<file path="config.mk">
export PLATFORM = sky130hd
export DESIGN_NAME = fifo_umbral
export DESIGN_NICKNAME = d
export VERILOG_FILES = /design/src/rtl/fifo_umbral_pkg.sv /design/src/rtl/fifo_umbral_memoria_fifo.sv /design/src/rtl/fifo_umbral.sv
export SDC_FILE = /design/constraint.sdc
export NUM_CORES = 1
export LEC_CHECK = 0
export CORE_AREA = 2 2 97 99
export DETAILED_ROUTE_END_ITERATION = 10
export DIE_AREA = 0 0 99 101
export HOLD_SLACK_MARGIN = 0.06
export PLACE_DENSITY = 0.8
export SYNTH_ARGS = -nofsm -noshare
export SYNTH_HDL_FRONTEND = slang
export SYNTH_SLANG_ARGS = --single-unit
</file>
<file path="constraint.sdc">
create_clock -name clk -period 3.4 [get_ports clk]
set_clock_uncertainty 0.15 [all_clocks]
set_input_delay 0.68 -clock clk [delete_from_list [all_inputs] [get_ports clk]]
set_output_delay 0.68 -clock clk [all_outputs]
set_load 0.1 [all_outputs]
</file>
<file path="src/rtl/fifo_umbral_pkg.sv">
// Shared sizing for fifo_umbral, arbitro2 and their benches.
// DEPTH is derived so all users agree on the buffer size.
package fifo_umbral_pkg;

  localparam int DEF_WORD_SIZE = 12;
  localparam int DEF_ADDR_SIZE = 3;
  localparam int DEF_DEPTH     = 2 ** DEF_ADDR_SIZE;

endpackage

</file>
<file path="src/rtl/fifo_umbral_memoria_fifo.sv">
// Dual-port register array for fifo_umbral.
// Synchronous write, registered read that holds when idle.
module memoria_fifo
  import fifo_umbral_pkg::*;
#(
  parameter int WORD_SIZE = DEF_WORD_SIZE,
  parameter int ADDR_SIZE = DEF_ADDR_SIZE
) (
  input  logic                 clk,
  input  logic                 reset,
  input  logic                 wr_en,
  input  logic [ADDR_SIZE-1:0] wr_addr,
  input  logic [WORD_SIZE-1:0] wr_data,
  input  logic                 rd_en,
  input  logic [ADDR_SIZE-1:0] rd_addr,
  output logic [WORD_SIZE-1:0] rd_data
);

  logic [WORD_SIZE-1:0] r_mem [2**ADDR_SIZE];
  logic [WORD_SIZE-1:0] r_rd_data;

  always_ff @(posedge clk) begin
    if (wr_en) r_mem[wr_addr] <= wr_data;
  end

  // Read sees the pre-write word when both ports hit one address.
  always_ff @(posedge clk or negedge reset) begin
    if (!reset)     r_rd_data <= '0;
    else if (rd_en) r_rd_data <= r_mem[rd_addr];
  end

  assign rd_data = r_rd_data;

endmodule

</file>
<file path="src/rtl/fifo_umbral.sv">
// Synchronous FIFO with live almost-full/almost-empty thresholds.
// Pointers, occupancy, flags and sticky error live here.
module fifo_umbral
  import fifo_umbral_pkg::*;
#(
  parameter int WORD_SIZE = DEF_WORD_SIZE,
  parameter int ADDR_SIZE = DEF_ADDR_SIZE
) (
  input  logic                 clk,
  input  logic                 reset,
  input  logic [WORD_SIZE-1:0] data_in,
  input  logic                 push,
  input  logic                 pop,
  input  logic [ADDR_SIZE:0]   umbral_alto,
  input  logic [ADDR_SIZE:0]   umbral_bajo,
  output logic [WORD_SIZE-1:0] data_out,
  output logic                 valid_out,
  output logic                 fifo_empty,
  output logic                 fifo_full,
  output logic                 almost_full,
  output logic                 almost_empty,
  output logic                 error,
  output logic [ADDR_SIZE:0]   count
);

  localparam logic [ADDR_SIZE:0]   CNT_FULL = (ADDR_SIZE+1)'(2**ADDR_SIZE);
  localparam logic [ADDR_SIZE:0]   CNT_ONE  = (ADDR_SIZE+1)'(1);
  localparam logic [ADDR_SIZE-1:0] PTR_ONE  = ADDR_SIZE'(1);

  logic [ADDR_SIZE-1:0] r_wr_ptr;
  logic [ADDR_SIZE-1:0] r_rd_ptr;
  logic [ADDR_SIZE:0]   r_count;
  logic                 r_valid;
  logic                 r_error;

  logic w_full;
  logic w_empty;
  logic w_rd_ok;
  logic w_wr_ok;
  logic w_err_set;

  assign w_full  = (r_count == CNT_FULL);
  assign w_empty = (r_count == '0);
  assign w_rd_ok = pop && !w_empty;
  // A pop frees the slot, so push is accepted on a full FIFO too.
  assign w_wr_ok = push && (!w_full || pop);
  assign w_err_set = (push && w_full && !pop) || (pop && w_empty);

  always_ff @(posedge clk or negedge reset) begin
    if (!reset) begin
      r_wr_ptr <= '0;
      r_rd_ptr <= '0;
      r_count  <= '0;
      r_valid  <= 1'b0;
      r_error  <= 1'b0;
    end else begin
      r_valid <= w_rd_ok;
      if (w_err_set) r_error <= 1'b1;
      if (w_wr_ok)   r_wr_ptr <= r_wr_ptr + PTR_ONE;
      if (w_rd_ok)   r_rd_ptr <= r_rd_ptr + PTR_ONE;
      unique case ({w_wr_ok, w_rd_ok})
        2'b10:   r_count <= r_count + CNT_ONE;
        2'b01:   r_count <= r_count - CNT_ONE;
        default: r_count <= r_count;
      endcase
    end
  end

  memoria_fifo #(
    .WORD_SIZE(WORD_SIZE),
    .ADDR_SIZE(ADDR_SIZE)
  ) u_mem (
    .clk    (clk),
    .reset  (reset),
    .wr_en  (w_wr_ok),
    .wr_addr(r_wr_ptr),
    .wr_data(data_in),
    .rd_en  (w_rd_ok),
    .rd_addr(r_rd_ptr),
    .rd_data(data_out)
  );

  assign valid_out    = r_valid;
  assign error        = r_error;
  assign count        = r_count;
  assign fifo_empty   = w_empty;
  assign fifo_full    = w_full;
  assign almost_full  = (r_count >= umbral_alto);
  assign almost_empty = (r_count <= umbral_bajo);

endmodule

</file>
==> results.yml <==
timing:
  worst_slew_pin_slew_ps: 1103
  finalSetupViolations: 0
  period_share_pct: 91.88
  finalMaxSlewViolations: 0
  setup_tns_ps: 0
  period_minus_slack_ps: 3124
  rsz0062_at_grt: "no"
  relSlewSlack_pct: 26.32
  fmax_mhz: 320.1
  hold_viol_final: 0
  setup_slack_ps: 276.1
yosys:
  synth_cell_types: 35
  seq_area_frac_synth_pct: 70.18
  synth_compound_area_share_pct: 7.285
  synth_fa_ha_area_share_pct: 3.277
  synth_area_sq_um: 4964
  avgSynthCellArea_sq_um: 15.86
  synth_nets: 350
  synth_warnings: 0
  syn_inst: 313
  synthSimpleGateAreaFrac_pct: 4.941
  ys_ff_latch: 120
  synth.area.mux_share_pct: 10.51
  synth_top_family_by_area: "multiplexers"
  yosys.area_share.xor_xnor_pct: 1.412
status:
  status: "finished clean"
clocking:
  clk_pin_slew_ps: 60
  postCtsSetupRepairBufs: 0
  root_buffer: "clkbuf_8"
  cts_tree: "yes"
  post_cts_resized: 0
  ctsHoldBuffers: 0
  clk_latency_ps: 510
  cts_buffers: 17
  h-tree-depth: 4
  clock_sinks: 120
  clock_path_buffers: 2
final_layout:
  nFillCells: 581
  syn2layout_area_growth_pct: 23.85
  layout_common_cells: "96 x edfxtp_1, 31 x buf_4, 25 x nand2_1, 25 x mux2_2, 24 x mux2i_1"
  drive_gt1_share_pct: 24.87
  final_common_cell: "edfxtp_1"
  fin_nets: 414
  insertedDiodeCount: 0
die:
  dieWidth_um: 99
  io_pins: 46
  core_area_sq_um: 8977
  start_util_pct: 55.29
  die-area_sq_um: 9999
  rows: 35
  die_h_um: 101
grt:
  grt_max_degree: 28
  grt_use_total_pct: 20.64
  grt_pass1_wl_um: 14970
  grt_pass1_vias: 2870
  antenna_found_initial: 0
  overflow: 0
critical_path:
  critPathMaxFanout: 2
  worst-r2r-setup-slack_ps: 410
  critical_path_arrival_ps: 2290
  rr_startpoint: "count[0]$_DFFE_PN0P_"
  crit_required_ps: 2570
  r2r_cells: 10
  worst_setup_path_end_kind: "primary output"
  crit_end: "almost_empty"
  cp-start-kind: "primary input"
  r2r-end: "count[2]$_DFFE_PN0P_"
  crit_type: "in2out"
  critPathLaunch: "umbral_bajo[1]"
detailed_routing:
  wire_per_inst_um: 18.91
  detail-route-antenna-nets: 0
  viasPerCell: 5.599
  drt_iter0_drc: 205
  drt_first_pass_iters: 4
  drc: 0
  dr_total_vias: 2805
  wl_um: 9476
placed_design:
  dpl.hpwl_um: 5805
  place_congestion: 0.7660
  io_buffer_count: 45
  dp_slack_ps: 263.7
power:
  finalPower_mw: 6.464
  p_leak_nw: 2.360
  power_per_cell_area_nw_per_um2: 1051
  peakVddDrop_uv: 498.3
hold_path:
  hold_start: "u_mem.rd_data[1]$_DFFE_PN0P_"
  hp-class: "reg2reg"
job:
  maxCapViolations: 0
sequential cells by signal, summed over array words and instances (netlist names):
| signal | count |
|---|---|
| u_mem.r_mem | 96 |
| u_mem.rd_data | 12 |
| count | 4 |
| r_rd_ptr | 3 |
| r_wr_ptr | 3 |
| error | 1 |
| valid_out | 1 |
kinds of logic (layout without fill, tap and decap cells):
logic type               Yosys count  in the layout
XOR/XNOR                           8              8
multiplexers                      49             49
flip-flops                       120            120
buffers and inverters             21             98
AND/OR/NAND/NOR                   52             52
AO/OA/AOI/OAI                     50             50
adder cells (fa/ha/maj)           13             13
cell usage after synthesis, drive strengths merged:
cell type  count  area share [%]
or3            1            0.23
nand4          1            0.13
o41ai          1            0.18
inv            9            0.68
clkbuf         3            0.23
xor2           4            0.71
and2           1            0.13
a21boi         1            0.15
ha            13             3.3
a221o         12             2.4
nand2b         5            0.63
mux2i         24             4.8
o21a           2            0.30
mux2          25             5.7
a21oi          3            0.30
nor3           4            0.40
a21o           3            0.45
nand2         25             1.9
o21bai         1            0.15
edfxtp        96              58
a41oi          1            0.18
o21ai         14             1.6
dfrtp         24              12
buf            9             1.5
o22ai         12             1.5
nor2b          4            0.50
nor4b          1            0.18
and3b          1            0.18
nor2           9            0.68
xnor2          4            0.71
where the power goes:
group          total [mW]  switching [mW]  leakage, nW  internal (mW)
clock                1.76           0.693        0.289           1.07
combinational        2.59            1.75        0.916          0.847
sequential           2.11           0.218         1.15           1.89
total                6.46            2.66         2.36           3.81
worst min path at each step:
stage	end	cells after the start
after floorplan	count[0]$_DFFE_PN0P_	0
after CTS	error$_DFFE_PN0P_	1
after global placement	u_mem.rd_data[1]$_DFFE_PN0P_	2
after detailed placement	error$_DFFE_PN0P_	1
final	u_mem.rd_data[1]$_DFFE_PN0P_	2
after global routing	u_mem.rd_data[2]$_DFFE_PN0P_	2
layer usage:
layer / up-vias / part of all wire [%] / track usage, %
met5: - / 0 / 0
met4: 0 / 1.6 / 10.75
met3: 12 / 4.9 / 5.548
met2: 71 / 50 / 33.37
met1: 1388 / 43 / 25.70
li1: 1334 / - / -
layout make-up:
cell class,instances,area [sq um],area share [%]
sequential,120,3485,56.69
multi-input combinational,172,1375,22.37
timing repair buffer,57,523.0,8.508
clock buffer,17,414.1,6.737
clock inverter,15,177.7,2.890
tap,111,138.9,2.259
inverter,9,33.78,0.5496
worst max-delay path, stage by stage:
cell and delay, ps:
clkdlybuf4s50_1 450, inv_1 40, ha_1 300, nor2b_1 140, o21a_1 160, o21a_1 190
o21ai_4 150, buf_12 190
per-stage QoR:
stage	cell area (sq um)	hold WS [ps]	std cells	utilization, %
floorplan	4977	234.4	313	-
global route	6147	360.3	501	68.47
finish	6147	331.9	501	68.47
detailed placement	5555	318.4	469	61.88
CTS	6147	335.7	501	68.47
global placement	5555	315.2	469	61.88
No activity file was read; power rests on OpenSTA's default activity.
